`config.mk`:
```
export PLATFORM = sky130hd
export DESIGN_NAME = bank_read_streamer
export DESIGN_NICKNAME = d
export VERILOG_FILES = /design/src/rtl/bank_pkg.sv /design/src/rtl/skid_fifo.sv /design/src/rtl/bank_read_streamer.sv
export SDC_FILE = /design/constraint.sdc
export NUM_CORES = 1
export LEC_CHECK = 0
export ABC_AREA = 0
export CORE_MARGIN = 1.5
export CORE_UTILIZATION = 43
export CTS_CLUSTER_DIAMETER = 80
export DETAILED_ROUTE_END_ITERATION = 6
export PLACE_DENSITY_LB_ADDON = 0.25
export SYNTH_ARGS = -nofsm -noshare
export SYNTH_HDL_FRONTEND = slang
export SYNTH_HIERARCHICAL = 1
export SYNTH_SLANG_ARGS = --single-unit
```
`constraint.sdc`:
```
create_clock -name clk -period 5.7 [get_ports clk]
set_input_delay 1.14 -clock clk [delete_from_list [all_inputs] [get_ports clk]]
set_output_delay 1.14 -clock clk [all_outputs]
set_load 0.05 [all_outputs]
```
`src/rtl/bank_pkg.sv`:
```
// Shared constants and types for the bank read streamer.
// Holds the default bank geometry, the streamer FSM state encoding and a
// small helper used to compute how many words are held or on their way.
package bank_pkg;

    // Default bank geometry: 1024 words of 8 bits.
    localparam int A_WID_DEF = 10;
    localparam int D_WID_DEF = 8;

    // The output buffer holds at most this many words, counting the word
    // that is still travelling back from the bank.
    localparam int FIFO_DEPTH = 2;

    // Streamer control states.
    typedef enum logic [1:0] {
        ST_IDLE  = 2'd0,
        ST_RUN   = 2'd1,
        ST_DRAIN = 2'd2
    } stream_state_t;

    // Words buffered plus the one read still in flight from the bank.
    function automatic logic [2:0] occupancy(input logic [1:0] count,
                                             input logic       inflight);
        return {1'b0, count} + {2'b00, inflight};
    endfunction

endpackage

```
`src/rtl/skid_fifo.sv`:
```
// Two-entry FIFO that catches bank read data the consumer has not yet taken.
// Push and pop may happen in the same cycle; a push to a full FIFO or a pop
// from an empty one is ignored so the pointers can never be corrupted.
module skid_fifo
    import bank_pkg::*;
#(
    parameter int D_WID = D_WID_DEF
) (
    input  logic             clk,
    input  logic             rst,
    input  logic             push,
    input  logic [D_WID-1:0] wdata,
    input  logic             pop,
    output logic [D_WID-1:0] rdata,
    output logic [1:0]       count,
    output logic             full,
    output logic             empty
);

    logic [D_WID-1:0] mem_q [FIFO_DEPTH];
    logic             wr_ptr_q;
    logic             rd_ptr_q;
    logic [1:0]       count_q;
    logic             push_ok;
    logic             pop_ok;

    assign full    = (count_q == 2'(FIFO_DEPTH));
    assign empty   = (count_q == 2'd0);
    assign push_ok = push & ~full;
    assign pop_ok  = pop & ~empty;
    assign rdata   = mem_q[rd_ptr_q];
    assign count   = count_q;

    // Pointer and occupancy bookkeeping.
    always_ff @(posedge clk or posedge rst) begin
        if (rst) begin
            wr_ptr_q <= 1'b0;
            rd_ptr_q <= 1'b0;
            count_q  <= 2'd0;
        end else begin
            if (push_ok) wr_ptr_q <= ~wr_ptr_q;
            if (pop_ok)  rd_ptr_q <= ~rd_ptr_q;
            case ({push_ok, pop_ok})
                2'b10:   count_q <= count_q + 2'd1;
                2'b01:   count_q <= count_q - 2'd1;
                default: count_q <= count_q;
            endcase
        end
    end

    // Word storage.
    // NOTE: storage is deliberately not reset; the cleared count marks every
    // slot empty and nothing reads a slot before it has been written.
    always_ff @(posedge clk) begin
        if (push_ok) mem_q[wr_ptr_q] <= wdata;
    end

endmodule

```
`src/rtl/bank_read_streamer.sv`:
```
// Streams a contiguous run of words out of a single-port read bank.
// A job is (base_addr, len); reads are issued at base_addr+k with natural
// wrap-around, and the returned words leave on a valid/ready stream with
// out_last on the final word. Reads are only issued while there is room for
// the returned word, so back-pressure never loses or duplicates data. A word
// arriving from the bank is presented on the stream in the cycle it arrives
// (bypassing the FIFO) and is only parked in the FIFO if it is not taken.
module bank_read_streamer
    import bank_pkg::*;
#(
    parameter int A_WID = A_WID_DEF,
    parameter int D_WID = D_WID_DEF
) (
    input  logic             clk,
    input  logic             rst,
    input  logic             start,
    input  logic [A_WID-1:0] base_addr,
    input  logic [A_WID:0]   len,
    output logic             busy,
    output logic             done,
    output logic             mem_en,
    output logic [A_WID-1:0] mem_addr,
    input  logic [D_WID-1:0] mem_rdata,
    output logic             out_valid,
    input  logic             out_ready,
    output logic [D_WID-1:0] out_data,
    output logic             out_last
);

    localparam int CW = A_WID + 1;

    stream_state_t    state_q;
    logic [A_WID-1:0] addr_q;
    logic [CW-1:0]    len_q;
    logic [CW-1:0]    issue_cnt_q;
    logic [CW-1:0]    beat_cnt_q;
    logic             inflight_q;
    logic             busy_q;
    logic             done_q;

    logic [CW-1:0]    len_m1;
    logic             pop;
    logic [2:0]       occ;
    logic             fifo_push;
    logic             fifo_pop;
    logic [D_WID-1:0] fifo_rdata;
    logic [1:0]       fifo_count;
    logic             fifo_full;
    logic             fifo_empty;

    assign len_m1    = len_q - CW'(1);
    assign out_valid = ~fifo_empty | inflight_q;
    assign pop       = out_valid & out_ready;
    assign out_last  = out_valid & (beat_cnt_q == len_m1);
    assign occ       = occupancy(fifo_count, inflight_q);

    // A read may go out only if its word will have a slot once this cycle's
    // handshake (if any) has freed one.
    assign mem_en    = (state_q == ST_RUN) & (occ < (3'd2 + {2'b00, pop}));
    assign mem_addr  = addr_q;

    // The arriving word is parked unless it is handed straight to the
    // consumer. The full guard never blocks in practice: the slot check
    // above keeps a free entry for every read in flight.
    assign fifo_push = inflight_q & ~(pop & fifo_empty) & ~fifo_full;
    assign fifo_pop  = pop & ~fifo_empty;

    assign busy      = busy_q;
    assign done      = done_q;

    skid_fifo #(
        .D_WID (D_WID)
    ) u_fifo (
        .clk   (clk),
        .rst   (rst),
        .push  (fifo_push),
        .wdata (mem_rdata),
        .pop   (fifo_pop),
        .rdata (fifo_rdata),
        .count (fifo_count),
        .full  (fifo_full),
        .empty (fifo_empty)
    );

    // Stream word select: oldest buffered word first, else the bank word
    // arriving this cycle, else zero so an idle stream shows no stale data.
    // NOTE: out_data gets a default before any branch so the block stays
    // purely combinational and no latch is inferred.
    always_comb begin
        out_data = '0;
        if (!fifo_empty) begin
            out_data = fifo_rdata;
        end else if (inflight_q) begin
            out_data = mem_rdata;
        end
    end

    // Job control: accepts jobs, walks the address, counts beats and raises
    // the registered busy/done flags.
    // NOTE: every register here is written with <= so all of them see the
    // values from before the edge, whatever order the statements are in.
    always_ff @(posedge clk or posedge rst) begin
        if (rst) begin
            state_q     <= ST_IDLE;
            addr_q      <= '0;
            len_q       <= '0;
            issue_cnt_q <= '0;
            beat_cnt_q  <= '0;
            inflight_q  <= 1'b0;
            busy_q      <= 1'b0;
            done_q      <= 1'b0;
        end else begin
            inflight_q <= mem_en;
            done_q     <= 1'b0;
            if (pop) beat_cnt_q <= beat_cnt_q + CW'(1);

            case (state_q)
                ST_IDLE: begin
                    if (start) begin
                        if (len != '0) begin
                            addr_q      <= base_addr;
                            len_q       <= len;
                            issue_cnt_q <= '0;
                            beat_cnt_q  <= '0;
                            busy_q      <= 1'b1;
                            state_q     <= ST_RUN;
                        end else begin
                            // Empty job: nothing to read, just acknowledge.
                            done_q <= 1'b1;
                        end
                    end
                end

                ST_RUN: begin
                    if (mem_en) begin
                        addr_q      <= addr_q + A_WID'(1);
                        issue_cnt_q <= issue_cnt_q + CW'(1);
                        if (issue_cnt_q == len_m1) state_q <= ST_DRAIN;
                    end
                end

                ST_DRAIN: begin
                    if (pop && out_last) begin
                        busy_q  <= 1'b0;
                        done_q  <= 1'b1;
                        state_q <= ST_IDLE;
                    end
                end

                default: state_q <= ST_IDLE;
            endcase
        end
    end

endmodule

```
==> Word level (Yosys, flattened, before mapping) <==
Memories as Yosys holds them, arrays and structs flattened.
Index checks and enable logic that the tools add are counted.
{ "word_totals": {"reg_bits": 52, "ramBits": 16, "input_bits": 33, "out_inout_bits": 23, "wordCells": 90, "mem_count": 1} }
{ "memory_table": {"columns": ["name", "words", "word_bits", "read_ports", "rd_clocked_by_memory_dff", "write_ports", "line_no", "text"], "rows": [
  ["u_fifo.mem_q", 2, 8, 1, 0, 1, "skid_fifo.sv:20", "logic [D_WID-1:0] mem_q [FIFO_DEPTH];"]
]} }
{ "op_classes": {"add_sub_neg": 8, "magnitude_cmp": 1, "n_eq_ne": 12, "mux": 31, "n_bitwise": 15, "n_reduce_logical": 11} }
{ "op_table": {"columns": ["operator", "n"], "rows": [
  ["2-to-1 mux 11 bit", 7],
  ["2-to-1 mux 10 bit", 3],
  ["adder 11 x 1 -> 11 bit (second input constant)", 2],
  ["== test 11 bit", 2],
  ["case mux 11 bit (2 select lines)", 1],
  ["case mux 10 bit (2 select lines)", 1],
  ["2-to-1 mux 8 bit", 2],
  ["nonzero test 11 bit", 1],
  ["subtractor 11 x 1 -> 11 bit (second input constant)", 1],
  ["adder 10 x 1 -> 10 bit (second input constant)", 1],
  ["2-to-1 mux 2 bit", 5],
  ["AND 1 bit", 9],
  ["2-to-1 mux 1 bit", 8],
  ["!= test 2 bit (second input constant)", 4],
  ["AND reduction 4 bit", 2],
  ["== test 2 bit (second input constant)", 3],
  ["case mux 2 bit (3 select lines)", 1],
  ["nonzero test 2 bit", 3],
  ["inverter 1 bit", 5],
  ["AND reduction 5 bit", 1],
  ["== test 2 x 1 -> 1 bit (second input constant)", 2],
  ["logical NOT 2 bit", 2],
  ["case mux 1 bit (2 select lines)", 2],
  ["case mux 2 bit (2 select lines)", 1],
  ["9 further kinds", 9]
]} }

==> Longest topological paths before layout <==
{ "depth": {"word_depth": 11, "depth_mapped": 9, "depth_no_buf": 8} }

==> By module <==
Netlist, hierarchy kept.
{ "by_module_without_submodules": {"columns": ["mod", "n_inst", "cells_each", "area_each_um2", "seq_area_each_um2"], "rows": [
  ["bank_read_streamer", 1, 370, 3210.6, 1201.2],
  ["skid_fifo", 1, 44, 775.7, 580.6]
]} }

==> Worst setup path before layout <==
OpenSTA, ideal clock, no wires.
{ "synth_timing": {"kind": "reg-to-output", "start": "register len_q[4]", "end": "output port out_last", "arrival_time_ns": 2.766, "t_required_ns": 4.560, "slack_ns": 1.794, "path_stages_with_launch": 8, "n_path_buf": 2, "path_cell_list": "dfrtp_1 -> buf_6 -> or3_1 -> buf_6 -> or3_4 -> a21oi_2 -> o221ai_2 -> nor3_1"} }
{ "synth_via": {"elab_chain_len": 3} }
{ "synth_rtl": {"columns": ["element", "line_no", "text"], "rows": [
  ["start: declaration", "bank_read_streamer.sv:34", "logic [CW-1:0] len_q;"],
  ["start signal: assignment", "bank_read_streamer.sv:122", "len_q <= len;"],
  ["subtractor 11 x 1 -> 11 bit", "bank_read_streamer.sv:51", "assign len_m1 = len_q - CW'(1);"],
  ["== test 11 bit", "bank_read_streamer.sv:54", "assign out_last = out_valid & (beat_cnt_q == len_m1);"],
  ["AND 1 bit", "bank_read_streamer.sv:54", null],
  ["end: declaration", "bank_read_streamer.sv:27", "output logic out_last"]
]} }
No other way between the ends.

==> Worst setup path after layout <==
{ "layout_timing": {"start": "input port out_ready", "end": "output port mem_en"} }
{ "layout_via": {"elab_chain_len": 4} }
{ "layout_rtl": {"columns": ["element", "line_no", "text"], "rows": [
  ["start: declaration", "bank_read_streamer.sv:25", "input logic out_ready,"],
  ["AND 1 bit", "bank_read_streamer.sv:53", "assign pop = out_valid & out_ready;"],
  ["adder 2 x 1 -> 3 bit", "bank_read_streamer.sv:59", "assign mem_en = (state_q == ST_RUN) & (occ < (3'd2 + {2'b00, pop}));"],
  ["less-than comparator 3 bit", "bank_read_streamer.sv:59", null],
  ["AND 1 bit", "bank_read_streamer.sv:59", null],
  ["end: declaration", "bank_read_streamer.sv:21", "output logic mem_en,"]
]} }
No other way between the ends.

==> flow_metrics.env <==
export IMPL_synth_largest_area_cell="dfrtp_1"
export IMPL_finish_utilization_pct=54.2
export IMPL_syn_inst=414
export IMPL_synthTopCellsByArea="dfrtp_1, edfxtp_1, xnor2_1, mux2_2, xor2_1"
export IMPL_fmax_mhz=218
export IMPL_post_cts_buffers=0
export IMPL_preCtsSetupSlack_ns=1.14
export IMPL_antenna_found_initial=0
export IMPL_rsz0062_at_grt="no"
export IMPL_synth_most_common_cell="dfrtp_1"
export IMPL_cap_violations=0
export IMPL_clockRootBuffer="clkbuf_8"
export IMPL_initial_core_util_pct=45.1
export IMPL_yosysUniqueCellTypes=57
export IMPL_synth_area_per_cell_um2=9.63
export IMPL_netlist_area_um2=3990
export IMPL_worstPathRequired_ns=4.56
export IMPL_crit_path_start_kind="input pin"
export IMPL_finalWeightedCongestion=0.931
export IMPL_synthTopCellsByCount="dfrtp_1, nand2_1, nor2_1"
export IMPL_ff_latch_area_um2=1780
export IMPL_grt_usage_pct=19.5
export IMPL_drc=0
export IMPL_cts_path_max_buffers=2
export IMPL_hold_class="reg -> reg"
export IMPL_async_flop_share_pct=76.5
export IMPL_syn_num_nets=454
export IMPL_hpwl_um=6500
export IMPL_dieWidth_um=99.3
export IMPL_grt_pass1_vias=3159
export IMPL_tightestPinTransition_ns=1.13
export IMPL_grt_use_met1_pct=28.3
export IMPL_leakage_nw=1.93
export IMPL_period_share_pct=80.5
export IMPL_synth_flop_cell="dfrtp_1"
export IMPL_multiInputGateArea_um2=2040
export IMPL_irDropWorstVdd_mv=0.338
export IMPL_cts_tree="built"
export IMPL_filler_cell_count=807
export IMPL_p_per_area_nw_per_um2=611
export IMPL_clock_latency_ns=0.34
export IMPL_yosysWarnings=6
export IMPL_fin_crit_ns=4.59
export IMPL_synth_seq_cells=68
export IMPL_n_antenna_cell=0
export IMPL_drive_gt1_share_pct=9.87
export IMPL_cts_clk_slew_worst_paths_ns=0.08
export IMPL_nets=501
export IMPL_grt_busiest_layer="met2"
export IMPL_slew_violations=0
export IMPL_setup_tns_ns=0
export IMPL_via_per_inst=5.63
export IMPL_p_total_mw=2.93
export IMPL_crit_path_end_kind="output pin"
export IMPL_status="completed"
export IMPL_max_slew_margin_pct=24.8
export IMPL_yosysSeqAreaShare_pct=44.7
export IMPL_worst_slack_ns=1.11
export IMPL_dieArea_um2=9860
export IMPL_vias=3229
export IMPL_cts_max_level=3
export IMPL_grt_pass1_wl_um=15400
export IMPL_coreArea_um2=8850
export IMPL_cp_arrival_ns=3.45
export IMPL_synth_edf_count=16
export IMPL_cts_buffers=9
export IMPL_ant_nets=0
export IMPL_num_rows=34
export IMPL_crit_type="in -> out"
export IMPL_cts_resized=0
export IMPL_grt_max_degree=49
export IMPL_routedWlPerCell_um=15.9
export IMPL_clkSinkCount=68
export IMPL_wirelength_um=9140
export IMPL_die_h_um=99.3
export IMPL_setup_violations=0
export IMPL_use_met3_pct=3.72
export IMPL_crit_fanout=7
export IMPL_grt_overflow=0
export IMPL_dpl_cell_area_um2=4590
export IMPL_ioPinCount=56
export IMPL_fin_area_um2=4800
export IMPL_grt_use_met2_pct=30.1
export IMPL_syn_to_final_growth_pct=20.4
export IMPL_skew_ns=0.0109
export IMPL_hold_viol_final=0
export IMPL_drt_initial_drc_count=258
export IMPL_portBuffers=55
export IMPL_firstDrtPassIters=5
export IMPL_synth_top_cell_area_share_pct=32.6
export IMPL_holdBufCountCts=0
==> final cells by class <==
class | count | area share, %
Timing Repair Buffer | 56 | 11.6
Clock buffer | 9 | 2.58
Clock inverter | 7 | 1.72
Sequential cell | 68 | 37.1
Inverter | 20 | 1.56
Multi-Input combinational cell | 306 | 42.6
Tap cell | 108 | 2.82
==> critical path, cell delays in order <==
cell,delay (ns)
clkdlybuf4s50_1,0.49
inv_1,0.08
o31a_1,0.32
or3_1,0.43
inv_2,0.16
clkdlybuf4s50_1,0.83
==> cells by family after synthesis <==
logic type / share of synthesized area, %
multiplexers: 5.30
AO/OA/AOI/OAI: 11.6
AND/OR/NAND/NOR: 21.5
XOR/XNOR: 10.5
buffers and inverters: 4.27
flip-flops: 44.7
adder cells (fa/ha/maj): 2.20
==> stage by stage <==
stage	std cells	hold slack (ns)
after floorplan	414	0.460
after global placement	558	0.486
after detailed placement	558	0.492
after CTS	574	0.507
after global routing	574	0.540
final	574	0.510
==> flip-flops by register name, summed over array words and instances, names as in the netlist <==
signal,cells
u_fifo/mem_q,16
beat_cnt_q,11
issue_cnt_q,11
len_q,11
mem_addr,10
state_q,2
u_fifo/count,2
busy,1
done,1
inflight_q,1
u_fifo/rd_ptr_q,1
u_fifo/wr_ptr_q,1
==> placed cells by master, fill, tap and decap left out, types with 2 or more instances in the layout <==
| cell type | synthesis | layout |
|---|---|---|
| nand3_1 | 19 | 19 |
| o211ai_1 | 4 | 4 |
| nor3_1 | 8 | 8 |
| inv_1 | 19 | 18 |
| o21ai_0 | 25 | 25 |
| clkdlybuf4s50_1 | 0 | 55 |
| nor4_1 | 7 | 7 |
| o31a_1 | 4 | 4 |
| inv_6 | 0 | 3 |
| and2_1 | 3 | 3 |
| dfrtp_1 | 52 | 52 |
| o22ai_1 | 3 | 3 |
| nor2_1 | 37 | 37 |
| a211oi_1 | 4 | 4 |
| inv_2 | 1 | 2 |
| mux2i_1 | 2 | 2 |
| a22oi_1 | 3 | 3 |
| and4b_1 | 2 | 2 |
| a21o_1 | 3 | 3 |
| clkbuf_8 | 0 | 9 |
| nand2_1 | 38 | 38 |
| mux2_2 | 17 | 17 |
| nand2b_1 | 7 | 7 |
| edfxtp_1 | 16 | 16 |
| nand4_1 | 8 | 8 |
| nor2b_1 | 5 | 5 |
| xnor2_1 | 25 | 25 |
| ha_1 | 7 | 7 |
| clkinvlp_4 | 0 | 2 |
| and3_1 | 9 | 9 |
| a31oi_1 | 5 | 5 |
| a21oi_1 | 11 | 11 |
| or3_1 | 7 | 7 |
| xor2_1 | 20 | 20 |
==> metal layers <==
| metal | wire (um) | share of wire [%] |
|---|---|---|
| met5 | 0 | 0 |
| met4 | 144 | 1.6 |
| met3 | 479 | 5.2 |
| met2 | 4220 | 46 |
| met1 | 4300 | 47 |
==> power by group <==
group	switching (mW)	total [mW]	leakage (nW)	internal, mW
Combinational	0.942	1.55	1.05	0.612
Clock	0.209	0.419	0.0988	0.210
Sequential	0.266	0.958	0.789	0.692
Total	1.42	2.93	1.93	1.51
==> final timing paths <==
kind,slack (ns),to,startpoint,depth (start not counted)
min reg2reg,0.51,u_fifo/wr_ptr_q,u_fifo/wr_ptr_q,1
min,0.51,u_fifo/wr_ptr_q,u_fifo/wr_ptr_q,1
max,1.11,mem_en,out_ready,6
max in group asynchronous,3.70,issue_cnt_q[9],rst,2
max reg2reg,2.70,mem_addr[9],u_fifo/count[0],8
min in group asynchronous,1.01,u_fifo/rd_ptr_q,rst,2
(Power assumes the default switching activity.)
